<file path="src/rtl/ascii_hex_parser_pkg.sv">
// Shared definitions for the ASCII-hex word parser: byte classes, parser states
// and the ASCII constants of the UART receive path.
package ascii_hex_parser_pkg;

  localparam logic [7:0] CHR_0     = 8'h30;
  localparam logic [7:0] CHR_9     = 8'h39;
  localparam logic [7:0] CHR_UP_A  = 8'h41;
  localparam logic [7:0] CHR_UP_F  = 8'h46;
  localparam logic [7:0] CHR_LOW_A = 8'h61;
  localparam logic [7:0] CHR_LOW_F = 8'h66;
  localparam logic [7:0] CHR_UP_X  = 8'h58;
  localparam logic [7:0] CHR_LOW_X = 8'h78;
  localparam logic [7:0] CHR_CR    = 8'h0D;
  localparam logic [7:0] CHR_LF    = 8'h0A;
  localparam logic [7:0] CHR_SPACE = 8'h20;
  localparam logic [7:0] CHR_COMMA = 8'h2C;

  typedef enum logic [1:0] {
    CLS_DIGIT,
    CLS_TERM,
    CLS_X,
    CLS_BAD
  } byte_class_e;

  typedef enum logic [2:0] {
    ST_IDLE,
    ST_ZERO,
    ST_ACC,
    ST_SKIP,
    ST_HOLD
  } parse_state_e;

  function automatic logic is_term(input logic [7:0] b);
    return (b == CHR_CR) || (b == CHR_LF) || (b == CHR_SPACE) || (b == CHR_COMMA);
  endfunction

endpackage

</file>
<file path="src/rtl/ascii_hex_classify.sv">
// Combinational byte classifier: maps an ASCII byte to DIGIT/TERM/X/BAD and,
// for digits, the 4-bit value.
module ascii_hex_classify
  import ascii_hex_parser_pkg::*;
#(
  parameter bit LOWER_CASE   = 1'b1,
  parameter bit ALLOW_PREFIX = 1'b1
) (
  input  logic [7:0]  in_data,
  output byte_class_e byte_class,
  output logic [3:0]  nibble
);

  always_comb begin
    byte_class = CLS_BAD;
    nibble     = 4'd0;
    if (in_data >= CHR_0 && in_data <= CHR_9) begin
      byte_class = CLS_DIGIT;
      nibble     = in_data[3:0];
    end else if (in_data >= CHR_UP_A && in_data <= CHR_UP_F) begin
      byte_class = CLS_DIGIT;
      nibble     = in_data[3:0] + 4'd9;
    end else if (LOWER_CASE && in_data >= CHR_LOW_A && in_data <= CHR_LOW_F) begin
      byte_class = CLS_DIGIT;
      nibble     = in_data[3:0] + 4'd9;
    end else if (is_term(in_data)) begin
      byte_class = CLS_TERM;
    end else if (ALLOW_PREFIX && (in_data == CHR_UP_X || in_data == CHR_LOW_X)) begin
      byte_class = CLS_X;
    end
  end

endmodule

</file>
<file path="src/rtl/ascii_hex_parser.sv">
// Streaming ASCII-hex word parser: assembles hex digits into a DATA_W-bit word
// delimited by terminators, flagging overflow and invalid characters.
module ascii_hex_parser
  import ascii_hex_parser_pkg::*;
#(
  parameter int DATA_W       = 32,
  parameter bit LOWER_CASE   = 1'b1,
  parameter bit ALLOW_PREFIX = 1'b1,
  localparam int MAX_DIG     = DATA_W / 4,
  localparam int CNT_W       = $clog2(MAX_DIG + 1)
) (
  input  logic              clk,
  input  logic              rst_n,
  input  logic [7:0]        in_data,
  input  logic              in_valid,
  output logic              in_ready,
  output logic [DATA_W-1:0] out_data,
  output logic [CNT_W-1:0]  out_digits,
  output logic              out_err,
  output logic              out_valid,
  input  logic              out_ready
);

  byte_class_e byte_class;
  logic [3:0]  nibble;

  parse_state_e      state_q, state_d;
  logic [DATA_W-1:0] acc_q, acc_d;
  logic [CNT_W-1:0]  cnt_q, cnt_d;
  logic [DATA_W-1:0] out_data_q, out_data_d;
  logic [CNT_W-1:0]  out_digits_q, out_digits_d;
  logic              out_err_q, out_err_d;
  logic              out_valid_q, out_valid_d;
  logic              accept, emit_ok, emit_err;

  ascii_hex_classify #(
    .LOWER_CASE  (LOWER_CASE),
    .ALLOW_PREFIX(ALLOW_PREFIX)
  ) u_classify (
    .in_data   (in_data),
    .byte_class(byte_class),
    .nibble    (nibble)
  );

  assign in_ready = !out_valid_q;
  assign accept   = in_valid && in_ready;

  always_comb begin
    state_d      = state_q;
    acc_d        = acc_q;
    cnt_d        = cnt_q;
    out_data_d   = out_data_q;
    out_digits_d = out_digits_q;
    out_err_d    = out_err_q;
    out_valid_d  = out_valid_q;
    emit_ok      = 1'b0;
    emit_err     = 1'b0;

    unique case (state_q)
      ST_IDLE: if (accept) begin
        unique case (byte_class)
          CLS_DIGIT: begin
            acc_d   = DATA_W'(nibble);
            cnt_d   = CNT_W'(1);
            state_d = (ALLOW_PREFIX && nibble == 4'd0) ? ST_ZERO : ST_ACC;
          end
          CLS_TERM: state_d = ST_IDLE;
          default:  state_d = ST_SKIP;
        endcase
      end
      ST_ZERO: if (accept) begin
        unique case (byte_class)
          CLS_X: begin
            acc_d   = '0;
            cnt_d   = '0;
            state_d = ST_ACC;
          end
          CLS_DIGIT: begin
            // The leading '0' already counts as one digit.
            if (MAX_DIG >= 2) begin
              acc_d   = DATA_W'(nibble);
              cnt_d   = CNT_W'(2);
              state_d = ST_ACC;
            end else begin
              state_d = ST_SKIP;
            end
          end
          CLS_TERM: emit_ok = 1'b1;
          default:  state_d = ST_SKIP;
        endcase
      end
      ST_ACC: if (accept) begin
        unique case (byte_class)
          CLS_DIGIT: begin
            if (cnt_q < CNT_W'(MAX_DIG)) begin
              acc_d = (acc_q << 4) | DATA_W'(nibble);
              cnt_d = cnt_q + CNT_W'(1);
            end else begin
              state_d = ST_SKIP;
            end
          end
          CLS_TERM: begin
            if (cnt_q != '0) emit_ok = 1'b1;
            else             emit_err = 1'b1;
          end
          default: state_d = ST_SKIP;
        endcase
      end
      ST_SKIP: if (accept && byte_class == CLS_TERM) emit_err = 1'b1;
      ST_HOLD: if (out_valid_q && out_ready) begin
        out_valid_d = 1'b0;
        state_d     = ST_IDLE;
      end
      default: state_d = ST_IDLE;
    endcase

    if (emit_ok || emit_err) begin
      out_data_d   = emit_ok ? acc_q : '0;
      out_digits_d = emit_ok ? cnt_q : '0;
      out_err_d    = emit_err;
      out_valid_d  = 1'b1;
      acc_d        = '0;
      cnt_d        = '0;
      state_d      = ST_HOLD;
    end
  end

  always_ff @(posedge clk or negedge rst_n) begin
    if (!rst_n) begin
      state_q      <= ST_IDLE;
      acc_q        <= '0;
      cnt_q        <= '0;
      out_data_q   <= '0;
      out_digits_q <= '0;
      out_err_q    <= 1'b0;
      out_valid_q  <= 1'b0;
    end else begin
      state_q      <= state_d;
      acc_q        <= acc_d;
      cnt_q        <= cnt_d;
      out_data_q   <= out_data_d;
      out_digits_q <= out_digits_d;
      out_err_q    <= out_err_d;
      out_valid_q  <= out_valid_d;
    end
  end

  assign out_data   = out_data_q;
  assign out_digits = out_digits_q;
  assign out_err    = out_err_q;
  assign out_valid  = out_valid_q;

endmodule

</file>
<file path="config.mk">
export PLATFORM = sky130hd
export DESIGN_NAME = ascii_hex_parser
export DESIGN_NICKNAME = d
export VERILOG_FILES = /design/src/rtl/ascii_hex_parser_pkg.sv /design/src/rtl/ascii_hex_classify.sv /design/src/rtl/ascii_hex_parser.sv
export SDC_FILE = /design/constraint.sdc
export NUM_CORES = 1
export LEC_CHECK = 0
export ABC_AREA = 1
export CELL_PAD_IN_SITES_DETAIL_PLACEMENT = 1
export CELL_PAD_IN_SITES_GLOBAL_PLACEMENT = 1
export CORE_MARGIN = 1.5
export CORE_UTILIZATION = 42
export CTS_BUF_LIST = sky130_fd_sc_hd__clkbuf_16
export CTS_CLUSTER_SIZE = 8
export DETAILED_ROUTE_END_ITERATION = 8
export PLACE_DENSITY_LB_ADDON = 0.1
export SLEW_MARGIN = 30
export SYNTH_ARGS = -nofsm -noshare
export SYNTH_HDL_FRONTEND = slang
export SYNTH_SLANG_ARGS = --single-unit
</file>
<file path="constraint.sdc">
create_clock -name clk -period 1.9 [get_ports clk]
set_input_delay 0.57 -clock clk [delete_from_list [all_inputs] [get_ports clk]]
set_output_delay 0.57 -clock clk [all_outputs]
set_load 0.01 [all_outputs]
</file>
==> results.md, run 1 <==
* Master cell of the clock root buffer: sky130_fd_sc_hd__clkbuf_16
* Detailed Route Iter0 Violations at 182
* Area fraction of the dominant cell type after synthesis at 53.6%
* Die extent in y at 95.5 um
* Max Slew Vio Count at 0
* Wire length of the first global-routing pass at 17.8 mm
* Source of the worst register-to-register timing path: state_q[0]
* Largest cells by area after synthesis: sky130_fd_sc_hd__dfrtp_1 (54%), sky130_fd_sc_hd__nand2_1 (8.4%), sky130_fd_sc_hd__a22o_1 (8.0%)
* Failing checks: setup timing
* CP required at 2160 ps
* H-tree Lvls at 3
* Number of buffers inserted during clock tree synthesis at 9
* DR vias/cell at 5.64
* Power per Cell Area at 1170 mW/mm^2
* Int Pwr at 0.00402 W
* Crit Path Max Fanout at 18
* Nets at 506
* Total setup violations reported at the end of the flow at 31
* Worst min path class: in -> async
* Filler instances at 884
* Proportion of synthesized area in mux cells at 0%
* Number of instances in the synthesized netlist at 368
* Clock Power Share at 27.7%
* Flip-flop and latch count after synthesis at 77
* Crit Path Category: reg -> reg
* Worst R2R Path Depth at 10
* Number of distinct standard cells referenced by the synthesized netlist at 28
* Combinational share of power at 42.2%
* Synthesized net count at 387
* Critical path endpoint category: flip-flop
* Core area at 0.00826 mm^2
* DRC violation count after routing at 0
* Total number of vias at 3368
* Final cell area excluding filler cells at 0.00548 mm^2
* GR Util All Layers at 26.1%
* Post-layout minimum cycle time at 2000 ps
* Xor/xnor cell area share of the yosys netlist at 0.487%
* Most area-hungry cell type in the Yosys netlist: sky130_fd_sc_hd__dfrtp_1
* Instance count after placement with tap cells included at 548
* Total cell area at the placement stage at 0.00450 mm^2
* Netlist Area Pre-Place at 0.00359 mm^2
* Hold Buf Count CTS at 0
* Final hold violations at 0
* Slew at the pin closest to its max-slew limit at 576 ps
* Fin cells at 597
* Period Utilization, post-route at 105%
* Area share of fa/ha/maj cells after synthesis at 2.44%
* Kind of start point of the critical path: flip-flop
* Setup_tns at -1570 ps
* Top-Level Pins at 51
* Relative max-transition margin at 61.5%
* Area fraction in and, or, nand and nor cells after synthesis at 20.9%
* Total inserted antenna cells at 0
* Final WS setup at -103 ps
* TritonCTS clock tree: yes
* Largest net degree at the start of global routing at 33
* Via count of the first global-routing pass at 3513
* Worst vdd ir at 0.735 mV
* Total congestion overflow after global routing at 0
* Initial core utilization at 43.5%
* Worst setup slack for register-to-register paths at -100 ps
* Post-synthesis average cell area at 9.77 um^2
* Dominant combinational cell family by area after synthesis: simple AND/OR/NAND/NOR gates
* Final routed wirelength across all metal layers at 13.2 mm
* DIE AREA at 0.00912 mm^2
* Final hold slack at 121 ps
* Clock edge transition at the registers on the reported setup and hold paths at 70 ps
* Switching Share at 37.4%
* # rows at 33
* Initial antenna violation count at 0
* Share of the synthesized area in compound gates (AO/OA/AOI/OAI) at 15.6%
* Total net switching power at 0.00240 W
* P_leak at 2.53 nW
* Die W at 95.5 um
* Clock latency at the later pin of the worst-skew pair at 340 ps
* Buffer depth of the longest clock path at 2
* Max-capacitance violation count at 0
* Final HPWL DP at 6.32 mm
* Port Buf Inserts at 50
* Start point of the critical path: state_q[0]
* Worst setup skew after layout at 7.76 ps
* Register area share after synthesis at 53.6%
* Area delta synth->final at 52.3%
* Number of iterations in the first detailed-routing pass at 4
* Number of clock sinks at 77
* Sequential cell fraction of total power at 30.1%
* Max Freq at 499 MHz
* Post-detailed-route count of antenna-violating nets at 0
* Number of warnings printed during yosys synthesis at 0
* RSZ-0062 raised after global routing: true
* Final weighted congestion in routability-driven placement at 0.830
* Share of cells above drive strength 1 at 41.3%
* RR Endpoint: cnt_q[1]
* Data arrival, critical path at 2260 ps
* Outcome: finished with violations
* Post-DR wirelength/cell at 22.2 um
## power by group through the flow
stage               Clock [W]  Combinational [W]  Sequential, W
detailed placement          0            0.00179        0.00195
floorplan                   0            0.00121        0.00195
global placement            0            0.00175        0.00195
finish                0.00178            0.00271        0.00194
global route          0.00184            0.00287        0.00195
CTS                   0.00174            0.00229        0.00193
## layout make-up
type | count | area (um^2) | share of cell area (%)
clock buffers | 9 | 225 | 4.11
multi-input cells | 247 | 1730 | 31.5
repair buffers | 126 | 1280 | 23.3
inverters | 26 | 115 | 2.10
clock inverters | 7 | 73.8 | 1.35
well taps | 105 | 131 | 2.40
flip-flops and latches | 77 | 1930 | 35.2
## flip-flops by register name, summed over array words and instances (netlist names)
name and cells:
out_digits 4, out_data 32, acc_q 32, state_q 3
cnt_q 4, out_valid 1, out_err 1
## synthesized netlist by cell type, drive strengths merged
master	instances
o21a	1
nand4	8
buf	18
o211ai	3
o21bai	1
inv	26
a22o	33
o21ai	43
a21oi	3
nor3	1
xor2	2
and2	1
nand3	23
dfrtp	77
nor2	7
ha	7
nand2	114
## per-layer routing
layer / wire length (um) / global-route usage, %
met1: 4910 / 28.2
met3: 516 / 4.78
met5: 0 / 0
met2: 7280 / 49.3
met4: 519 / 11.2
## what timing repair did
item / CTS / global route
setup endpoints to repair: 78 / 74
pin swaps: 16 / 17
resized for setup: 65 / 56
setup buffers: 16 / 11
gates cloned: 4 / 4
## cell usage in the layout, fill, tap and decap left out, drive strengths merged, types with 8 or more instances in the layout
| cell type | count |
|---|---|
| nand2 | 114 |
| clkdlybuf4s50 | 40 |
| inv | 29 |
| clkbuf | 13 |
| nand3 | 23 |
| nand4 | 8 |
| o21ai | 43 |
| dfrtp | 77 |
| a22o | 33 |
| buf | 77 |
## critical path: stages (launching register included)
cell                      delay (ps)
sky130_fd_sc_hd__dfrtp_2         420
sky130_fd_sc_hd__inv_2            90
sky130_fd_sc_hd__nand2_4          70
sky130_fd_sc_hd__nor2_8          170
sky130_fd_sc_hd__nand4_4         110
sky130_fd_sc_hd__and2_4          180
sky130_fd_sc_hd__o21ai_4         150
sky130_fd_sc_hd__buf_6           140
sky130_fd_sc_hd__buf_4           250
sky130_fd_sc_hd__nand2_1         140
sky130_fd_sc_hd__o21ai_2         200
## metrics by stage
step	setup slack, ps	total power [W]	utilization [%]
2_1_floorplan	4.09	0.00316	-
3_3_place_gp	-702	0.00370	54.5
3_5_place_dp	-739	0.00374	54.5
4_1_cts	-42.6	0.00596	62.3
5_1_grt	-208	0.00665	66.3
6_report	-103	0.00643	66.3
## cell families (layout without fill, tap and decap cells)
kind of cell	Yosys count	count (layout)
AOI/OAI and AO/OA	84	84
adders and majority gates	7	7
xor gates and xnor gates	2	2
and+or+nand+nor	154	154
DFF	77	77
buffers and inverters	44	168
## worst max-delay path by stage
| stage | depth (start not counted) | to | slack (ps) |
|---|---|---|---|
| after floorplan | 12 | cnt_q[0] | 4 |
| after global placement | 13 | acc_q[29] | -700 |
| after detailed placement | 13 | acc_q[17] | -740 |
| after CTS | 15 | state_q[0] | -40 |
| after global routing | 12 | cnt_q[3] | -210 |
| final | 10 | cnt_q[1] | -100 |
No activity file was read; power rests on OpenSTA's default activity.
==> run 2, diff against run 1 <==
--- a/config.mk
+++ b/config.mk
@@ -8,7 +8,7 @@
 export ABC_AREA = 1
 export CELL_PAD_IN_SITES_DETAIL_PLACEMENT = 1
 export CELL_PAD_IN_SITES_GLOBAL_PLACEMENT = 1
-export CORE_MARGIN = 1.5
+export CORE_MARGIN = 2
 export CORE_UTILIZATION = 42
 export CTS_BUF_LIST = sky130_fd_sc_hd__clkbuf_16
 export CTS_CLUSTER_SIZE = 8
==> results.md, run 2 (same netlist as run 1, synthesis figures left out) <==
* Slowest-stage cell, CP: sky130_fd_sc_hd__nand3_1 (was sky130_fd_sc_hd__dfrtp_2)
* Power per Cell Area at 1180 mW/mm^2 (was 1170 mW/mm^2)
* Leading cell type in the layout, fill and taps excluded: sky130_fd_sc_hd__dfrtp_1 (unchanged)
* Number of buffers inserted during clock tree synthesis at 9 (unchanged)
* Core area at 0.00826 mm^2 (unchanged)
* Final hold violations at 0 (unchanged)
* Final hold slack at 140 ps (was 121 ps)
* Period Utilization, post-route at 113% (was 105%)
* Highest Signal Layer: met4 (unchanged)
* P_leak at 2.60 nW (was 2.53 nW)
* Worst setup skew after layout at 15.2 ps (was 7.76 ps)
* Wire length on met2 at 7.80 mm (was 7.28 mm)
* Detailed Route Iter0 Violations at 153 (was 182)
* Die extent in y at 96.5 um (was 95.5 um)
* Initial core utilization at 43.5% (unchanged)
* Relative max-transition margin at 72.6% (was 61.5%)
* Post-placement worst setup slack at -746 ps (was -739 ps)
* Data arrival, critical path at 2370 ps (was 2260 ps)
* Final routed wirelength across all metal layers at 14.9 mm (was 13.2 mm)
* Die W at 96.5 um (was 95.5 um)
* Worst min path class: in -> async (unchanged)
* TritonCTS clock tree: yes (unchanged)
* DR vias/cell at 5.73 (was 5.64)
* Port Buf Inserts at 50 (unchanged)
* Final cell area excluding filler cells at 0.00562 mm^2 (was 0.00548 mm^2)
* Worst vdd ir at 0.804 mV (was 0.735 mV)
* Family with the most delay on the worst path: simple AND/OR/NAND/NOR gates (unchanged)
* WL met1 at 5.65 mm (was 4.91 mm)
* Via count of the first global-routing pass at 3308 (was 3513)
* Cells along the critical path: buf_8 -> inv_8 -> ha_4 -> inv_2 -> nand3_2 -> nand2_2 -> nand2_2 -> nand3_2 -> o211ai_1 -> nand3_1 -> nand2_2 -> nand2_4 -> buf_12 -> clkbuf_16 -> nand2_2 -> o21ai_1 (was inv_2 -> nand2_4 -> nor2_8 -> nand4_4 -> and2_4 -> o21ai_4 -> buf_6 -> buf_4 -> nand2_1 -> o21ai_2)
* Slew at the pin closest to its max-slew limit at 409 ps (was 576 ps)
* Crit Path Max Fanout at 8 (was 18)
* Share of cells above drive strength 1 at 43.1% (was 41.3%)
* Buffer depth of the longest clock path at 2 (unchanged)
* Total setup violations reported at the end of the flow at 40 (was 31)
* Total cell area at the placement stage at 0.00450 mm^2 (unchanged)
* DRC violation count after routing at 0 (unchanged)
* Wire length of the first global-routing pass at 17.3 mm (was 17.8 mm)
* Master cell of the clock root buffer: sky130_fd_sc_hd__clkbuf_16 (unchanged)
* Number of buffers and inverters on the critical path at 5 (was 3)
* Total power consumption of the routed design at 0.00663 W (was 0.00643 W)
* Crit Path Category: in -> reg (was reg -> reg)
* Number of iterations in the first detailed-routing pass at 4 (unchanged)
* RSZ-0062 raised after global routing: true (unchanged)
* Post-detailed-route count of antenna-violating nets at 0 (unchanged)
* Highest-count cells in the layout ignoring fill and taps: sky130_fd_sc_hd__dfrtp_1 (76), sky130_fd_sc_hd__buf_4 (54), sky130_fd_sc_hd__nand2_1 (50) (was sky130_fd_sc_hd__dfrtp_1 (76), sky130_fd_sc_hd__nand2_1 (62), sky130_fd_sc_hd__buf_4 (57))
* Clock edge transition at the registers on the reported setup and hold paths at 80 ps (was 70 ps)
* Max Freq at 466 MHz (was 499 MHz)
* Max Slew Vio Count at 0 (unchanged)
* Total number of vias at 3411 (was 3368)
* Largest stage delay on the critical path at 220 ps (was 420 ps)
* Met3 Routed Length at 644 um (was 516 um)
* Top-Level Pins at 51 (unchanged)
* Final WS setup at -246 ps (was -103 ps)
* Post-DR wirelength/cell at 25.0 um (was 22.2 um)
* Initial antenna violation count at 0 (unchanged)
* Final HPWL DP at 6.15 mm (was 6.32 mm)
* Total congestion overflow after global routing at 0 (unchanged)
* Final weighted congestion in routability-driven placement at 0.784 (was 0.830)
* Outcome: finished with violations (unchanged)
* Failing checks: setup timing (unchanged)
* Number of clock sinks at 77 (unchanged)
* Largest net degree at the start of global routing at 33 (unchanged)
* Most common cell type on the critical path: sky130_fd_sc_hd__nand2_2
* Area delta synth->final at 56.2% (was 52.3%)
* Total inserted antenna cells at 0 (unchanged)
* Max-capacitance violation count at 0 (unchanged)
* Clock latency at the later pin of the worst-skew pair at 360 ps (was 340 ps)
* Nets at 504 (was 506)
* Kind of start point of the critical path: primary input (was flip-flop)
* Critical path endpoint category: flip-flop (unchanged)
* Post-layout minimum cycle time at 2150 ps (was 2000 ps)
* GR Util All Layers at 24.9% (was 26.1%)
* # rows at 33 (unchanged)
* CP required at 2130 ps (was 2160 ps)
* DIE AREA at 0.00932 mm^2 (was 0.00912 mm^2)
* H-tree Lvls at 3 (unchanged)
## run 2: stage by stage
| stage | cells | utilization (%) | TNS [ps] |
|---|---|---|---|
| finish | 595 | 68.0 | -7510 |
| CTS | 579 | 61.8 | 0 |
| detailed placement | 548 | 54.5 | -51410 |
| floorplan | 368 | - | 0 |
| global route | 595 | 68.0 | -11650 |
| global placement | 548 | 54.5 | -47780 |
## run 2: layer usage
layer / vias up / GRT usage (%)
met5: - / 0
met4: 0 / 8.57
met3: 53 / 3.34
met2: 135 / 46.5
met1: 1738 / 29.1
li1: 1485 / -
## run 2: worst reg2reg max path: stages (launching register included)
cell and delay [ps]:
sky130_fd_sc_hd__dfrtp_2 410, sky130_fd_sc_hd__inv_1 90, sky130_fd_sc_hd__ha_2 220, sky130_fd_sc_hd__nand4_4 120, sky130_fd_sc_hd__and2_4 180, sky130_fd_sc_hd__o21ai_4 250
sky130_fd_sc_hd__nand2_2 110, sky130_fd_sc_hd__nand2_4 100, sky130_fd_sc_hd__buf_12 180, sky130_fd_sc_hd__clkbuf_16 180, sky130_fd_sc_hd__nand2_2 50, sky130_fd_sc_hd__o21ai_1 90
## run 2: power by group
part | switching (W) | internal, W
logic | 0.00165 | 0.00134
registers | 0.000163 | 0.00178
clock network | 0.000800 | 0.000891
total | 0.00261 | 0.00402
## run 2: worst paths after layout
kind | from | endpoint | slack [ps] | cells past startpoint
worst max-delay path | in_data[1] | acc_q[6] | -250 | 16
worst max register to register | cnt_q[1] | acc_q[6] | -160 | 11
worst min-delay path | rst_n | out_data[19] | 140 | 1
max in group asynchronous | rst_n | acc_q[0] | 1150 | 2
min in group clk | out_data[20] | out_data[20] | 510 | 1
worst min register to register | out_data[20] | out_data[20] | 510 | 1
## run 2: area by class of cell
type | instances | area [um^2]
clock buffers | 9 | 225
clock inverters | 7 | 51.3
fillers | 858 | 2640
inverters | 26 | 139
multi-input cells | 247 | 1780
flip-flops and latches | 77 | 1930
well taps | 105 | 131
repair buffers | 123 | 1350
repair inverters | 1 | 16.3
## run 2: what timing repair did
| item | 4_1_cts | 5_1_grt |
|---|---|---|
| setup endpoints to repair | 78 | 74 |
| setup buffers | 10 | 9 |
| gates cloned | 5 | 7 |
| resized for setup | 54 | 81 |
| pin swaps | 11 | 15 |
| hold buffers | 0 | 0 |
